### src/rtl/qwi_regarb_pkg.sv
// Shared definitions for the register-bank arbiter: FSM encodings and index-width helper.
package qwi_regarb_pkg;

    typedef enum logic [1:0] {
        ST_IDLE   = 2'd0,
        ST_ACCESS = 2'd1,
        ST_ACK    = 2'd2
    } state_e;

    function automatic int clog2(input int n);
        int r;
        r = 0;
        while ((1 << r) < n) r = r + 1;
        return r;
    endfunction

endpackage

### src/rtl/qwi_rr_pick.sv
// Combinational rotating-priority selector: first asserted request at or after ptr wins.
module qwi_rr_pick
    import qwi_regarb_pkg::*;
#(
    parameter int NREQ = 2,
    parameter int PW   = 1
) (
    input  logic [NREQ-1:0] req,
    input  logic [PW-1:0]   ptr,
    output logic [PW-1:0]   gnt_idx,
    output logic            gnt_vld
);

    logic [2*NREQ-1:0] dbl;
    logic [PW:0]       sum;

    always_comb begin
        gnt_vld = 1'b0;
        gnt_idx = '0;
        sum     = '0;
        // Doubling the vector turns the wrap-around search into a plain shift.
        dbl     = {req, req} >> ptr;
        for (int i = 0; i < NREQ; i++) begin
            if (!gnt_vld && dbl[i]) begin
                gnt_vld = 1'b1;
                sum     = {1'b0, ptr} + (PW+1)'(i);
                if (sum >= (PW+1)'(NREQ)) sum = sum - (PW+1)'(NREQ);
                gnt_idx = sum[PW-1:0];
            end
        end
    end

endmodule

### src/rtl/qwi_regarb.sv
// Serialises NREQ single-word req/ack transactions onto one register-bank port.
// Define REGARB_FIXED_PRIO_EN for fixed priority (lowest index wins) instead of round-robin.
//
// state     | meaning
// ST_IDLE   | waiting for a request; winner's fields captured on exit
// ST_ACCESS | one bank cycle with reg_ce=1; bank read data captured at its end
// ST_ACK    | one-cycle req_ack pulse to the winner; pointer advances
module qwi_regarb
    import qwi_regarb_pkg::*;
#(
    parameter int NREQ = 2,
    parameter int AWID = 12,
    parameter int DWID = 32
) (
    input  logic                   reg_clk,
    input  logic                   sys_rst,
    input  logic [NREQ-1:0]        req_vld,
    input  logic [NREQ*DWID/8-1:0] req_we,
    input  logic [NREQ*AWID-1:0]   req_addr,
    input  logic [NREQ*DWID-1:0]   req_wrd,
    output logic [NREQ-1:0]        req_ack,
    output logic [DWID-1:0]        req_rdd,
    output logic                   reg_ce,
    output logic [DWID/8-1:0]      reg_we,
    output logic [AWID-1:0]        reg_addr,
    output logic [DWID-1:0]        reg_wrd,
    input  logic [DWID-1:0]        reg_rdd
);

    localparam int BW = DWID / 8;
    localparam int PW = (clog2(NREQ) > 0) ? clog2(NREQ) : 1;

    state_e          state_q, state_d;
    logic [PW-1:0]   win_q, win_d;
    logic [BW-1:0]   we_q, we_d;
    logic [AWID-1:0] addr_q, addr_d;
    logic [DWID-1:0] wrd_q, wrd_d;
    logic [DWID-1:0] rdd_q, rdd_d;
    logic [PW-1:0]   ptr;
    logic [PW-1:0]   pick_idx;
    logic            pick_vld;

    qwi_rr_pick #(
        .NREQ (NREQ),
        .PW   (PW)
    ) u_pick (
        .req     (req_vld),
        .ptr     (ptr),
        .gnt_idx (pick_idx),
        .gnt_vld (pick_vld)
    );

`ifdef REGARB_FIXED_PRIO_EN
    assign ptr = '0;
`else
    logic [PW-1:0] ptr_q, ptr_d;

    always_comb begin
        ptr_d = ptr_q;
        if (state_q == ST_ACK) begin
            ptr_d = (win_q == PW'(NREQ-1)) ? '0 : win_q + PW'(1);
        end
    end

    always_ff @(posedge reg_clk or posedge sys_rst) begin
        if (sys_rst) ptr_q <= '0;
        else         ptr_q <= ptr_d;
    end

    assign ptr = ptr_q;
`endif

    always_comb begin
        state_d = state_q;
        win_d   = win_q;
        we_d    = we_q;
        addr_d  = addr_q;
        wrd_d   = wrd_q;
        rdd_d   = rdd_q;
        case (state_q)
            ST_IDLE: begin
                if (pick_vld) begin
                    state_d = ST_ACCESS;
                    win_d   = pick_idx;
                    for (int i = 0; i < NREQ; i++) begin
                        if (pick_idx == PW'(i)) begin
                            we_d   = req_we[i*BW +: BW];
                            addr_d = req_addr[i*AWID +: AWID];
                            wrd_d  = req_wrd[i*DWID +: DWID];
                        end
                    end
                end
            end
            ST_ACCESS: begin
                rdd_d   = reg_rdd;
                state_d = ST_ACK;
            end
            ST_ACK:  state_d = ST_IDLE;
            default: state_d = ST_IDLE;
        endcase
    end

    always_ff @(posedge reg_clk or posedge sys_rst) begin
        if (sys_rst) begin
            state_q <= ST_IDLE;
            win_q   <= '0;
            we_q    <= '0;
            addr_q  <= '0;
            wrd_q   <= '0;
            rdd_q   <= '0;
        end else begin
            state_q <= state_d;
            win_q   <= win_d;
            we_q    <= we_d;
            addr_q  <= addr_d;
            wrd_q   <= wrd_d;
            rdd_q   <= rdd_d;
        end
    end

    // Address and write data stay on the bus between accesses; only ce/we are gated.
    assign reg_ce   = (state_q == ST_ACCESS);
    assign reg_we   = reg_ce ? we_q : '0;
    assign reg_addr = addr_q;
    assign reg_wrd  = wrd_q;
    assign req_rdd  = rdd_q;

    always_comb begin
        req_ack = '0;
        for (int i = 0; i < NREQ; i++) begin
            req_ack[i] = (state_q == ST_ACK) && (win_q == PW'(i));
        end
    end

endmodule

### config.mk
export PLATFORM = sky130hd
export DESIGN_NAME = qwi_regarb
export DESIGN_NICKNAME = d
export VERILOG_FILES = /design/src/rtl/qwi_regarb_pkg.sv /design/src/rtl/qwi_rr_pick.sv /design/src/rtl/qwi_regarb.sv
export SDC_FILE = /design/constraint.sdc
export NUM_CORES = 1
export LEC_CHECK = 0
export ABC_AREA = 1
export BUFFER_PORTS_ARGS = -buffer_cell sky130_fd_sc_hd__buf_4
export CAP_MARGIN = 20
export CORE_MARGIN = 1
export CORE_UTILIZATION = 48
export CTS_CLUSTER_DIAMETER = 80
export DETAILED_ROUTE_END_ITERATION = 8
export PLACE_DENSITY_LB_ADDON = 0.2
export SETUP_SLACK_MARGIN = 0.02
export SLEW_MARGIN = 5
export SYNTH_ARGS = -nofsm -noshare
export SYNTH_HDL_FRONTEND = slang
export SYNTH_SLANG_ARGS = --single-unit
### constraint.sdc
create_clock -name reg_clk -period 4.17 [get_ports reg_clk]
set_input_delay 0.834 -clock reg_clk [delete_from_list [all_inputs] [get_ports reg_clk]]
set_output_delay 0.834 -clock reg_clk [all_outputs]
set_load 0.005 [all_outputs]
Word level (Yosys, flattened, before mapping)
Cells that the tools add are included.
{"block": "totals", "mem_bits_ro": 0, "ram_bits": 0, "latch_bits": 0, "reg_bits": 84, "in_bits": 132, "mem_count": 0}
{"block": "op_classes", "n_eq_ne": 3, "muxes": 13, "mul": 0, "shift": 1, "div": 0, "bitwise_logic": 1, "n_lt_le_gt_ge": 2, "reduce_logical": 6, "n_addsub": 4}
{"operator": "$mux 32", "count": 1}
{"operator": "$mux 12", "count": 1}
{"operator": "$mux 4", "count": 2}
{"operator": "$mux 1", "count": 7}
{"operator": "$pmux 2 s2", "count": 1}
{"operator": "$shr 4x1->2", "count": 1}
{"operator": "$logic_and 1x1->1", "count": 3}
{"operator": "$add 1x1->2 const B", "count": 1}
{"operator": "$eq 2x1->1 const B", "count": 1}
{"operator": "$eq 2x2->1 const B", "count": 1}
{"operator": "$ge 1x2->1 const B", "count": 1}
{"operator": "$ge 2x2->1 const B", "count": 1}
{"operator": "$logic_not 2->1", "count": 1}
{"operator": "$mux 2", "count": 1}
{"operator": "$ne 2x2->1 const B", "count": 1}
{"operator": "$reduce_and 2->1", "count": 1}
{"operator": "$sub 1x1->1 const B", "count": 2}
{"operator": "$add 1x1->1 const B", "count": 1}
{"operator": "$logic_not 1->1", "count": 1}
{"operator": "$not 1->1", "count": 1}

Depth between registers and ports, before layout
{"block": "logic_depth", "ltp_word": 7, "depth_mapped": 9, "ltp_nobuf": 7}

Hierarchy
A second synthesis with hierarchy kept.
{"block": "unflattened", "hier_cells": 529, "area_unflattened_um2": 3882.5}
{"mod": "qwi_regarb", "cells_each": 525, "area_per_inst_um2": 3863.7, "instances": 1}
{"mod": "qwi_rr_pick", "cells_each": 4, "area_per_inst_um2": 18.8, "instances": 1}

Worst setup path before layout
OpenSTA, ideal clock, no wires.
{"block": "synth_path", "kind": "register to output", "from": "register state_q[1]", "to": "output reg_we[0]", "required_time_ns": 3.336, "stages_incl_launch_ff": 5, "n_path_buf": 2, "arrival_time_ns": 1.094, "path_slack_ns": 2.242, "cell_sequence": "dfrtp_1 > or2_2 > buf_2 > buf_2 > nor2_1"}
{"block": "synth_via", "elab_chain_cells": 2}
{"element": "start, declared", "line": "qwi_regarb.sv:33", "source": "state_e state_q, state_d;"}
{"element": "start signal, assigned", "line": "qwi_regarb.sv:112", "source": "state_q <= state_d;"}
{"element": "$eq 2x1->1", "line": "qwi_regarb.sv:122", "source": "assign reg_ce = (state_q == ST_ACCESS);"}
{"element": "$mux 4", "line": "qwi_regarb.sv:123", "source": "assign reg_we = reg_ce ? we_q : '0;"}
{"element": "end, declared", "line": "qwi_regarb.sv:24", "source": "output logic [DWID/8-1:0] reg_we,"}
Every way passes these cells.

Worst setup path after layout
{"block": "layout_path", "from": "register state_q[1]", "to": "output reg_ce"}
{"block": "layout_via", "elab_chain_cells": 1}
{"element": "$eq 2x1->1", "line": "qwi_regarb.sv:122"}
{"element": "end, declared", "line": "qwi_regarb.sv:23", "source": "output logic reg_ce,"}
Every way passes these cells.

==> reports/qor.yml <==
global_route:
  grt_pass1_vias: 3778
  grtUsageTotal: 0.2611
  grt_start_max_net_pins: 52
  grt_pass1_wl_um: 17340
  antenna_found_initial: 0
  grt_overflow: 0
placement:
  gp_congestion: 0.8171
  io_buffers: 214
  dp_hpwl_um: 7671
sta:
  min_period_over_period: 0.6631
  maxSlewHeadroom: 0.4833
  slew_viol_final: 0
  fin_worst_skew_ps: 10.58
  min_period_ps: 2765
  tns_ps: 0
  setup_viol_count_final: 0
  hold_viol_final: 0
  clock.fmax_mhz: 361.6
  rsz0062_at_grt: "no"
  tightest_slew_ps: 773.9
synth:
  syn_inst: 529
  synth.cell_area_mm2: 0.003879
  synth_nets: 661
  synth-seq-cells: 84
  avgSynthCellArea_um2: 7.332
  yosysTopAreaCellShare: 0.5419
  ys_warn_count: 0
  yosysUniqueCellTypes: 14
  ys_top_cells_by_area: "dfrtp_1 54%, nand2_1 33%, nand3_1 6.3%"
  synth-seq-area-share: 0.5419
  yosysTopAreaCell: "dfrtp_1"
finish:
  nFillCells: 597
  nNetsFinal: 859
  area_delta_synth_final_pct: 48.68
  diodes: 0
  drive_gt1_frac: 0.3306
floorplanning:
  coreArea_mm2: 0.007767
  dieWidth_um: 91.89
  initial_core_util: 0.4994
  fp-row-count: 32
  die_area_mm2: 0.008444
  io_pins: 215
  die_h_um: 91.89
min_path:
  min_path_type: "reg2reg"
worst_setup_path:
  endpoint: "reg_ce"
  rrSetupSlack_ps: 1630
  crit_fanout: 38
  crit_start: "state_q[1]"
  start_kind: "flop"
  reg2reg_to: "reg_wrd[17]"
  regToRegStartpoint: "ptr"
  reg2regPathDepth: 9
  path_class: "reg2out"
  crit_arrival_ps: 1930
  endpoint_kind: "output port"
  worstPathRequired_ps: 3340
routing:
  drt_first_iter_violations: 186
  via_per_inst: 4.820
  drc: 0
  drt_wl_total_um: 10770
  dr.pass1.iters: 4
  final_antenna_net_count: 0
  wl_per_cell_um: 12.91
  vias: 4020
outcome:
  status: "finished, final reports clean"
clocking:
  cts_resized: 0
  ctsRootBufferMaster: "clkbuf_8"
  cts_tree: "done"
  insertion_delay_ps: 350
  hold_buffers: 0
  clkTransAtPathRegs_ps: 80
  cts_buffer_depth: 2
  h-tree-depth: 3
  cts_setup_buffers: 0
  cts_made_buffers: 9
  cts_sinks: 84
pwr:
  leakage_nw: 3.437
  ir_drop_mv: 0.3064
  power_density_mw_per_mm2: 675.0
  finalPower_mw: 3.893
run:
  drv_cap: 0
[worst max-delay path: stages, from the launching register on]
cell	delay, ps
dfrtp_1	400
or2_2	560
inv_1	120
buf_4	320
buf_4	170
[metal layers]
metal | up-vias | part of all wire | track usage
li1 | 2001 | - | -
met2 | 178 | 0.50 | 0.4540
met3 | 21 | 0.070 | 0.04975
met4 | 0 | 0.020 | 0.08724
met1 | 1820 | 0.41 | 0.3272
met5 | - | 0 | 0
[final cells by class]
cell class	instances	area (µm²)	area share
flip-flops and latches	84	2102	0.3645
clock inverters	7	146.4	0.02539
clock buffers	9	123.9	0.02148
well taps	102	127.6	0.02213
multi-input cells	401	1577	0.2734
inverters	12	46.29	0.008028
repair buffers	219	1644	0.2851
[metrics by stage]
| step | utilization | setup slack [ps] | hold WS, ps | cells | instance area, µm² |
|---|---|---|---|---|---|
| finish | 0.7424 | 1405 | 485.9 | 834 | 5767 |
| global route | 0.7424 | 1252 | 513.8 | 834 | 5767 |
| CTS | 0.7424 | 1376 | 488.8 | 834 | 5767 |
| detailed placement | 0.7076 | 1108 | 466.0 | 818 | 5497 |
| global placement | 0.7076 | 1222 | 463.8 | 818 | 5497 |
| floorplan | - | 1171 | 448.8 | 529 | 3879 |
[logic make-up (layout without fill, tap and decap cells)]
| group | Yosys count | count (layout) | share of synthesized area |
|---|---|---|---|
| buffers and inverters | 44 | 247 | 0.05226 |
| AO/OA/AOI/OAI | 2 | 2 | 0.002578 |
| flip-flops | 84 | 84 | 0.5419 |
| AND/OR/NAND/NOR | 399 | 399 | 0.4032 |
[cells in the final DEF, fill, tap and decap left out]
master and instances:
clkinv_2 1, bufinv_16 4, dfrtp_1 84, buf_4 219
nand3_1 49, inv_1 8, a21oi_1 1, or2_2 1
nand2_1 340, nor2_1 7, clkbuf_8 9, clkinv_4 1
nand2_2 2, o21ai_0 1, inv_2 3, inv_6 2
[power by group]
| part | internal [mW] | leakage [nW] | switching (mW) |
|---|---|---|---|
| clock | 0.464 | 0.134 | 0.297 |
| combinational | 0.801 | 2.26 | 0.885 |
| sequential | 1.21 | 1.04 | 0.236 |
| total | 2.47 | 3.44 | 1.42 |
[synthesized netlist by cell type]
library cell and instances:
or2_2 1, inv_2 3, a21oi_1 1, dfrtp_1 84
o21ai_0 1, nand2_2 1, buf_6 1, clkbuf_1 9
nand3_1 49, nand2_1 341, buf_4 1, buf_2 21
inv_1 9, nor2_1 7
[state kept, by name, summed over array words and instances (netlist names)]
signal and count:
we_q 4, win_q 1, reg_addr 12, reg_wrd 32
ptr 1, state_q 2, req_rdd 32
[worst min path at each step]
stage	startpoint	endpoint	slack [ps]	cells after the start
6_report	we_q[0]	we_q[0]	490	2
5_1_grt	reg_addr[11]	reg_addr[11]	510	2
4_1_cts	reg_wrd[0]	reg_wrd[0]	490	2
3_5_place_dp	req_rdd[16]	req_rdd[16]	470	2
3_3_place_gp	reg_wrd[30]	reg_wrd[30]	460	2
2_1_floorplan	we_q[0]	we_q[0]	450	2
(Power assumes the default switching activity.)
